[config.mk]
export PLATFORM = sky130hd
export DESIGN_NAME = block_scroll_field
export DESIGN_NICKNAME = d
export VERILOG_FILES = /design/src/rtl/block_scroll_field.sv
export SDC_FILE = /design/constraint.sdc
export NUM_CORES = 1
export LEC_CHECK = 0
export BUFFER_PORTS_ARGS = -buffer_cell sky130_fd_sc_hd__buf_2
export CORE_MARGIN = 2
export CORE_UTILIZATION = 55
export DETAILED_ROUTE_END_ITERATION = 8
export PLACE_DENSITY_LB_ADDON = 0.08
export SYNTH_ARGS = -nofsm -noshare
export SYNTH_HDL_FRONTEND = slang
export SYNTH_SLANG_ARGS = --single-unit
[constraint.sdc]
create_clock -name clk -period 2.7 [get_ports clk]
set_input_delay 0.405 -clock clk [delete_from_list [all_inputs] [get_ports clk]]
set_output_delay 0.405 -clock clk [all_outputs]
set_load 0.05 [all_outputs]
[src/rtl/block_scroll_field.sv]
// Falling-block playfield: scrolls a ROWS x COLS grid downward on a programmable
// period, inserts LFSR-chosen rows at the top, and scores presses against the bottom row.
module block_scroll_field #(
  parameter int unsigned COLS  = 4,
  parameter int unsigned ROWS  = 8,
  parameter logic [15:0] SEED  = 16'hACE1,
  parameter int unsigned CNT_W = 16
) (
  input  logic                            clk,
  input  logic                            rst,
  input  logic                            run,
  input  logic [31:0]                     period,
  input  logic                            gap_mode,
  input  logic                            hit_valid,
  input  logic [((COLS > 1) ? $clog2(COLS) : 1)-1:0] hit_lane,
  output logic [ROWS*COLS-1:0]            field,
  output logic                            step,
  output logic                            hit_ok,
  output logic                            hit_bad,
  output logic                            miss,
  output logic [CNT_W-1:0]                hit_count,
  output logic [CNT_W-1:0]                miss_count
);

  localparam int unsigned LW   = (COLS > 1) ? $clog2(COLS) : 1;
  localparam int unsigned FW   = ROWS * COLS;
  localparam logic [15:0] TAPS = 16'hB400;

  logic [15:0]     lfsr;
  logic [15:0]     lfsr_next;
  logic [31:0]     cnt;
  logic [31:0]     cnt_next;
  logic            last_blk;
  logic            last_blk_next;
  logic [COLS-1:0] bottom;
  logic [COLS-1:0] clr;
  logic [COLS-1:0] new_row;
  logic [FW-1:0]   field_next;
  logic            do_step;
  logic            hit_match;
  logic            miss_next;

  assign bottom = field[COLS-1:0];

  // Next-state: period counter, row insertion, shift and bottom-row clearing.
  always_comb begin
    clr           = '0;
    new_row       = '0;
    cnt_next      = cnt;
    last_blk_next = last_blk;
    field_next    = field;
    miss_next     = 1'b0;

    if (hit_valid) clr = COLS'(1) << hit_lane;
    hit_match = hit_valid & bottom[hit_lane];

    lfsr_next = {1'b0, lfsr[15:1]} ^ (lfsr[0] ? TAPS : 16'h0000);

    do_step = run && (cnt >= period);
    if (run) cnt_next = do_step ? 32'd0 : cnt + 32'd1;

    if (!(gap_mode && last_blk)) new_row = COLS'(1) << lfsr[LW-1:0];

    if (do_step) begin
      // A hit in the step cycle is judged on the pre-step bottom row, so it is not a miss.
      miss_next     = |(bottom & ~clr);
      last_blk_next = |new_row;
      field_next    = {new_row, field[FW-1:COLS]};
    end else begin
      field_next = field & ~FW'(clr);
    end
  end

  always_ff @(posedge clk) begin
    if (rst) begin
      lfsr       <= SEED;
      cnt        <= '0;
      last_blk   <= 1'b0;
      field      <= '0;
      step       <= 1'b0;
      hit_ok     <= 1'b0;
      hit_bad    <= 1'b0;
      miss       <= 1'b0;
      hit_count  <= '0;
      miss_count <= '0;
    end else begin
      lfsr     <= lfsr_next;
      cnt      <= cnt_next;
      last_blk <= last_blk_next;
      field    <= field_next;
      step     <= do_step;
      hit_ok   <= hit_match;
      hit_bad  <= hit_valid & ~hit_match;
      miss     <= miss_next;
      // Saturating event counters.
      if (hit_match && (hit_count != '1)) hit_count <= hit_count + CNT_W'(1);
      if (miss_next && (miss_count != '1)) miss_count <= miss_count + CNT_W'(1);
    end
  end

endmodule

* Word level (Yosys, flattened, before mapping)
Index checks and enable logic that the tools add are counted.
Word-level totals: flip-flop bits (word level) 117, output and inout port bits 68, logic and storage cells 41
Cells by class: add/sub/neg operators 3, magnitude comparators 2, eq/ne operators 2, shift operators 2, multiplexer cells 8, bitwise gates (word level) 8, reduce and logical (&&, ||, !) cells 6
Operator list (number):
- two-way mux 32 bit | 2
- adder 16 x 1 -> 16 bit, second input constant | 2
- adder 32 x 1 -> 32 bit, second input constant | 1
- AND 32 bit | 1
- greater-or-equal comparator 32 bit | 1
- != test 16 bit, second input constant | 2
- NOT 4 -> 32 bit | 1
- two-way mux 16 bit | 1
- bitwise XOR 15 x 16 -> 16 bit | 1
- two-way mux 4 bit | 2
- OR reduction 4 bit | 2
- << shifter 1 x 2 -> 4 bit, first input constant | 2
- AND 4 bit | 1
- logical AND 1 bit | 4
- NOT 4 bit | 1
- < comparator 2 x 3 -> 1 bit, second input constant | 1
- AND 1 bit | 2
- binary-select mux 1 bit (select 2 bit) | 1
- two-way mux 1 bit | 2
- NOT 1 bit | 1

* Depth between registers and ports, before layout
depth after elaboration 7, mapped depth 11, gate-level depth less buffers 9

* Worst setup path before layout
OpenSTA, ideal clock, no wires.
path type in2reg, start input port period[30], end register field[27], data arrival time 2.214 ns, required time 2.572 ns, path slack 0.359 ns, cell stages on the path 11, buffers on the path 2, cells stage by stage inv_1 -> ha_1 -> a21oi_1 -> nand2_1 -> a221oi_1 -> o211ai_2 -> a22oi_2 -> buf_4 -> buf_6 -> mux2i_1 -> nor2_1
On the way: longest elaborated chain between the ends 3
Ends and longest elaborated chain:
- from (decl) | RTL line 12 | input logic [31:0] period,
- greater-or-equal comparator 32 bit | RTL line 59 | do_step = run && (cnt >= period);
- logical AND 1 bit | RTL line 59
- two-way mux 32 bit | RTL line 64 | if (do_step) begin
- to (signal assigned) | RTL line 90 | field <= field_next;
- to (decl) | RTL line 16 | output logic [ROWS*COLS-1:0] field,
No other way between the ends. A chain may end at the register's enable or synchronous reset.

* Worst setup path in the final report
start register cnt[30], end register field[28]
On the way: longest elaborated chain between the ends 3
Ends and longest elaborated chain:
- from (decl) | RTL line 31 | logic [31:0] cnt;
- from (signal assigned) | RTL line 88 | cnt <= cnt_next;
- greater-or-equal comparator 32 bit | RTL line 59
- logical AND 1 bit | RTL line 59
- two-way mux 32 bit | RTL line 64
No other way between the ends.

==> metrics.yaml <==
outcome: "complete, no violations"
utilization_pct: 70.0
fill_cells: 808
async_reset_ff_share_pct: 0
synth_top_area_share_pct: 42.4
antenna_found_initial: 0
synth.net_count: 694
finalSetupViolCount: 0
postCtsHoldBufs: 0
first_pass_iters: 4
internal_power_w: 0.00326
p_leak_nw: 3.10
placedCellCount: 844
die_area_mm2: 0.0109
cts_max_level: 4
syn_inst: 620
synth_edf_count: 0
cts_inserted_buffers: 17
finalHoldViolations: 0
synthesis.area_mm2: 0.00552
rows: 36
initial_core_util_pct: 56.5
drc: 0
min_path_type: "in -> reg"
path_class: "reg -> reg"
drive_gt1_share_pct: 22.3
wl_mm: 12.1
period_needed_ns: 2.53
p_sw_share_pct: 22.2
fin_skew_ns: 0.0117
dp_hpwl_mm: 8.55
drtAntennaViolNets: 0
timing.critical_path.required_ns: 3.15
comb_power_share_pct: 3.5
fmax_ghz: 0.395
power_density_mw_per_mm2: 611
cts_sinks: 117
detail_route.wl_per_cell_um: 13.8
cts_tree: "done"
grt_max_degree: 85
timing.final.crit_share_pct: 93.7
grt_pass1_vias: 4522
die_x_um: 104
vdd.ir_drop.worst_mv: 0.521
place_ws_ns: 0.0411
vias: 4652
track_usage_pct: 23.4
io-pin-count: 107
fin_nets: 806
synth_seq_area_share_pct: 42.4
stdcell_area_mm2: 0.00684
setup_slack_ns: 0.171
grt_pass1_wl_mm: 20.7
crit_path_max_fanout: 17
path_clk_slew_ns: 0.06
diodes: 0
cp-start-kind: "flop"
relSlewSlack_pct: 65.4
drv_cap: 0
ys_types: 43
synthTopCellsByArea: "dfxtp_1 (42%), ha_1 (7.9%), nor2_1 (6.7%)"
place_congestion: 0.803
core_area_mm2: 0.00977
cp-end-kind: "flop"
worst_pin_slew_ns: 0.517
slew_viol_final: 0
root_buffer: "clkbuf_8"
grt_overflow_total: 0
port-buffer-count: 106
synth_ff_type: "dfxtp_1"
p_seq_share_pct: 42.0
stdcell_count: 878
clk_latency_ns: 0.52
yosys_register_bits: 117
yosys.area.top_type: "dfxtp_1"
critical_path_arrival_ns: 2.98
p_total_w: 0.00418
first_iter_violations: 167
vias_per_cell: 5.30
p_switching_w: 0.000927
area_delta_synth_final_pct: 24.0
syn_avg_cell_area_um2: 8.90
dieHeight_um: 104
ys_warn_count: 0
place_area_mm2: 0.00620
clkPwrFrac_pct: 54.5
clockBufferDepth: 2
per-stage QoR:
| stage | TNS (ns) | hold slack, ns |
|---|---|---|
| after floorplan | 0 | 0.389 |
| after global placement | 0 | 0.398 |
| after detailed placement | 0 | 0.399 |
| after CTS | 0 | 0.159 |
| after global routing | -0.0283 | 0.169 |
| final | 0 | 0.177 |
routing by layer:
metal	vias up	routed length (um)	GRT usage, %
met3	13	687	7.64
li1	2354	-	-
met5	-	0	0
met2	107	5880	39.4
met4	0	99	6.27
met1	2178	5480	29.0
power groups by stage:
stage	registers [W]	logic, W	clock network (W)
floorplan	0.00179	0.0000886	0
global placement	0.00179	0.000136	0
detailed placement	0.00179	0.000142	0
CTS	0.00176	0.000143	0.00232
global route	0.00176	0.000167	0.00239
finish	0.00176	0.000145	0.00228
state kept, by name, indices dropped and copies added, names as in the netlist, 16 cells and up:
name / flops
cnt: 32
field: 32
hit_count: 16
lfsr: 16
miss_count: 16
final timing paths:
| path | from | to | cells after the start | slack (ns) |
|---|---|---|---|---|
| hold / removal | rst | miss_count[6] | 2 | 0.18 |
| setup / recovery | cnt[30] | field[28] | 10 | 0.17 |
| hold reg to reg | lfsr[12] | lfsr[11] | 1 | 0.41 |
| setup reg to reg | cnt[30] | field[28] | 10 | 0.17 |
cells by family (layout without fill, tap and decap cells):
logic type	Yosys count	count (layout)	share of synthesized area [%]
muxes	35	35	6.64
xor gates and xnor gates	49	49	7.78
buffers and inverters	66	191	5.21
adders and majority gates	35	35	7.93
and+or+nand+nor	257	257	23.6
AOI/OAI and AO/OA	61	61	6.39
DFF	117	117	42.4
Yosys cell counts, types with 6 or more instances:
cell type  count
a21oi_1       31
and3_1        11
and4_1        13
clkbuf_1      13
dfxtp_1      117
ha_1          35
inv_1         43
mux2i_1       31
nand2_1       38
nand3_1       26
nand4_1       17
nor2_1        98
nor2b_1       12
o21ai_0       17
o31ai_1        6
or2_2          7
or3_1          6
or4_1          6
xnor2_1       23
xor2_1        26
what timing repair did:
item	4_1_cts	5_1_grt
gates resized for setup	0	3
setup endpoints to repair	0	2
setup buffers	0	1
area by class of cell:
cell class,count,area (um2),share of cell area (%)
Multi-Input combinational cell,437,2900,42.3
Tap cell,133,166,2.43
Timing Repair Buffer,116,673,9.84
Clock inverter,14,175,2.56
Inverter,43,161,2.36
Clock buffer,18,428,6.25
Sequential cell,117,2340,34.2
critical path, stage by stage (launching register included):
cell and delay [ns]:
dfxtp_1 0.34, ha_1 0.34, nand4_2 0.13, nor4_2 0.34, nand2_1 0.10, o211ai_2 0.10
a22oi_2 0.15, buf_4 0.17, clkbuf_16 0.16, or4b_1 0.47, a21oi_1 0.14
cell usage in the layout (no fill, tap or decap), types with 3 or more instances in the layout:
cell | Yosys | routed
o21ai_0 | 17 | 17
nand4_1 | 17 | 17
clkinv_2 | 0 | 3
clkinv_4 | 0 | 4
or2_2 | 7 | 7
and3_1 | 11 | 11
mux2i_1 | 31 | 31
bufinv_16 | 0 | 3
clkbuf_16 | 0 | 17
a21oi_1 | 31 | 31
nor3_1 | 5 | 5
or3_1 | 6 | 6
o31ai_1 | 6 | 6
nand4b_1 | 3 | 3
dfxtp_1 | 117 | 117
inv_6 | 0 | 4
nand2_1 | 38 | 38
nand2b_1 | 5 | 4
nor2b_1 | 12 | 12
and4_1 | 13 | 13
mux2_2 | 3 | 3
nor2_1 | 98 | 98
buf_2 | 2 | 106
xor2_1 | 26 | 26
xnor2_1 | 23 | 23
or4_1 | 6 | 6
buf_4 | 4 | 5
nand3_1 | 26 | 26
inv_1 | 43 | 43
ha_1 | 35 | 35
buf_12 | 0 | 4
(Power assumes the default switching activity.)
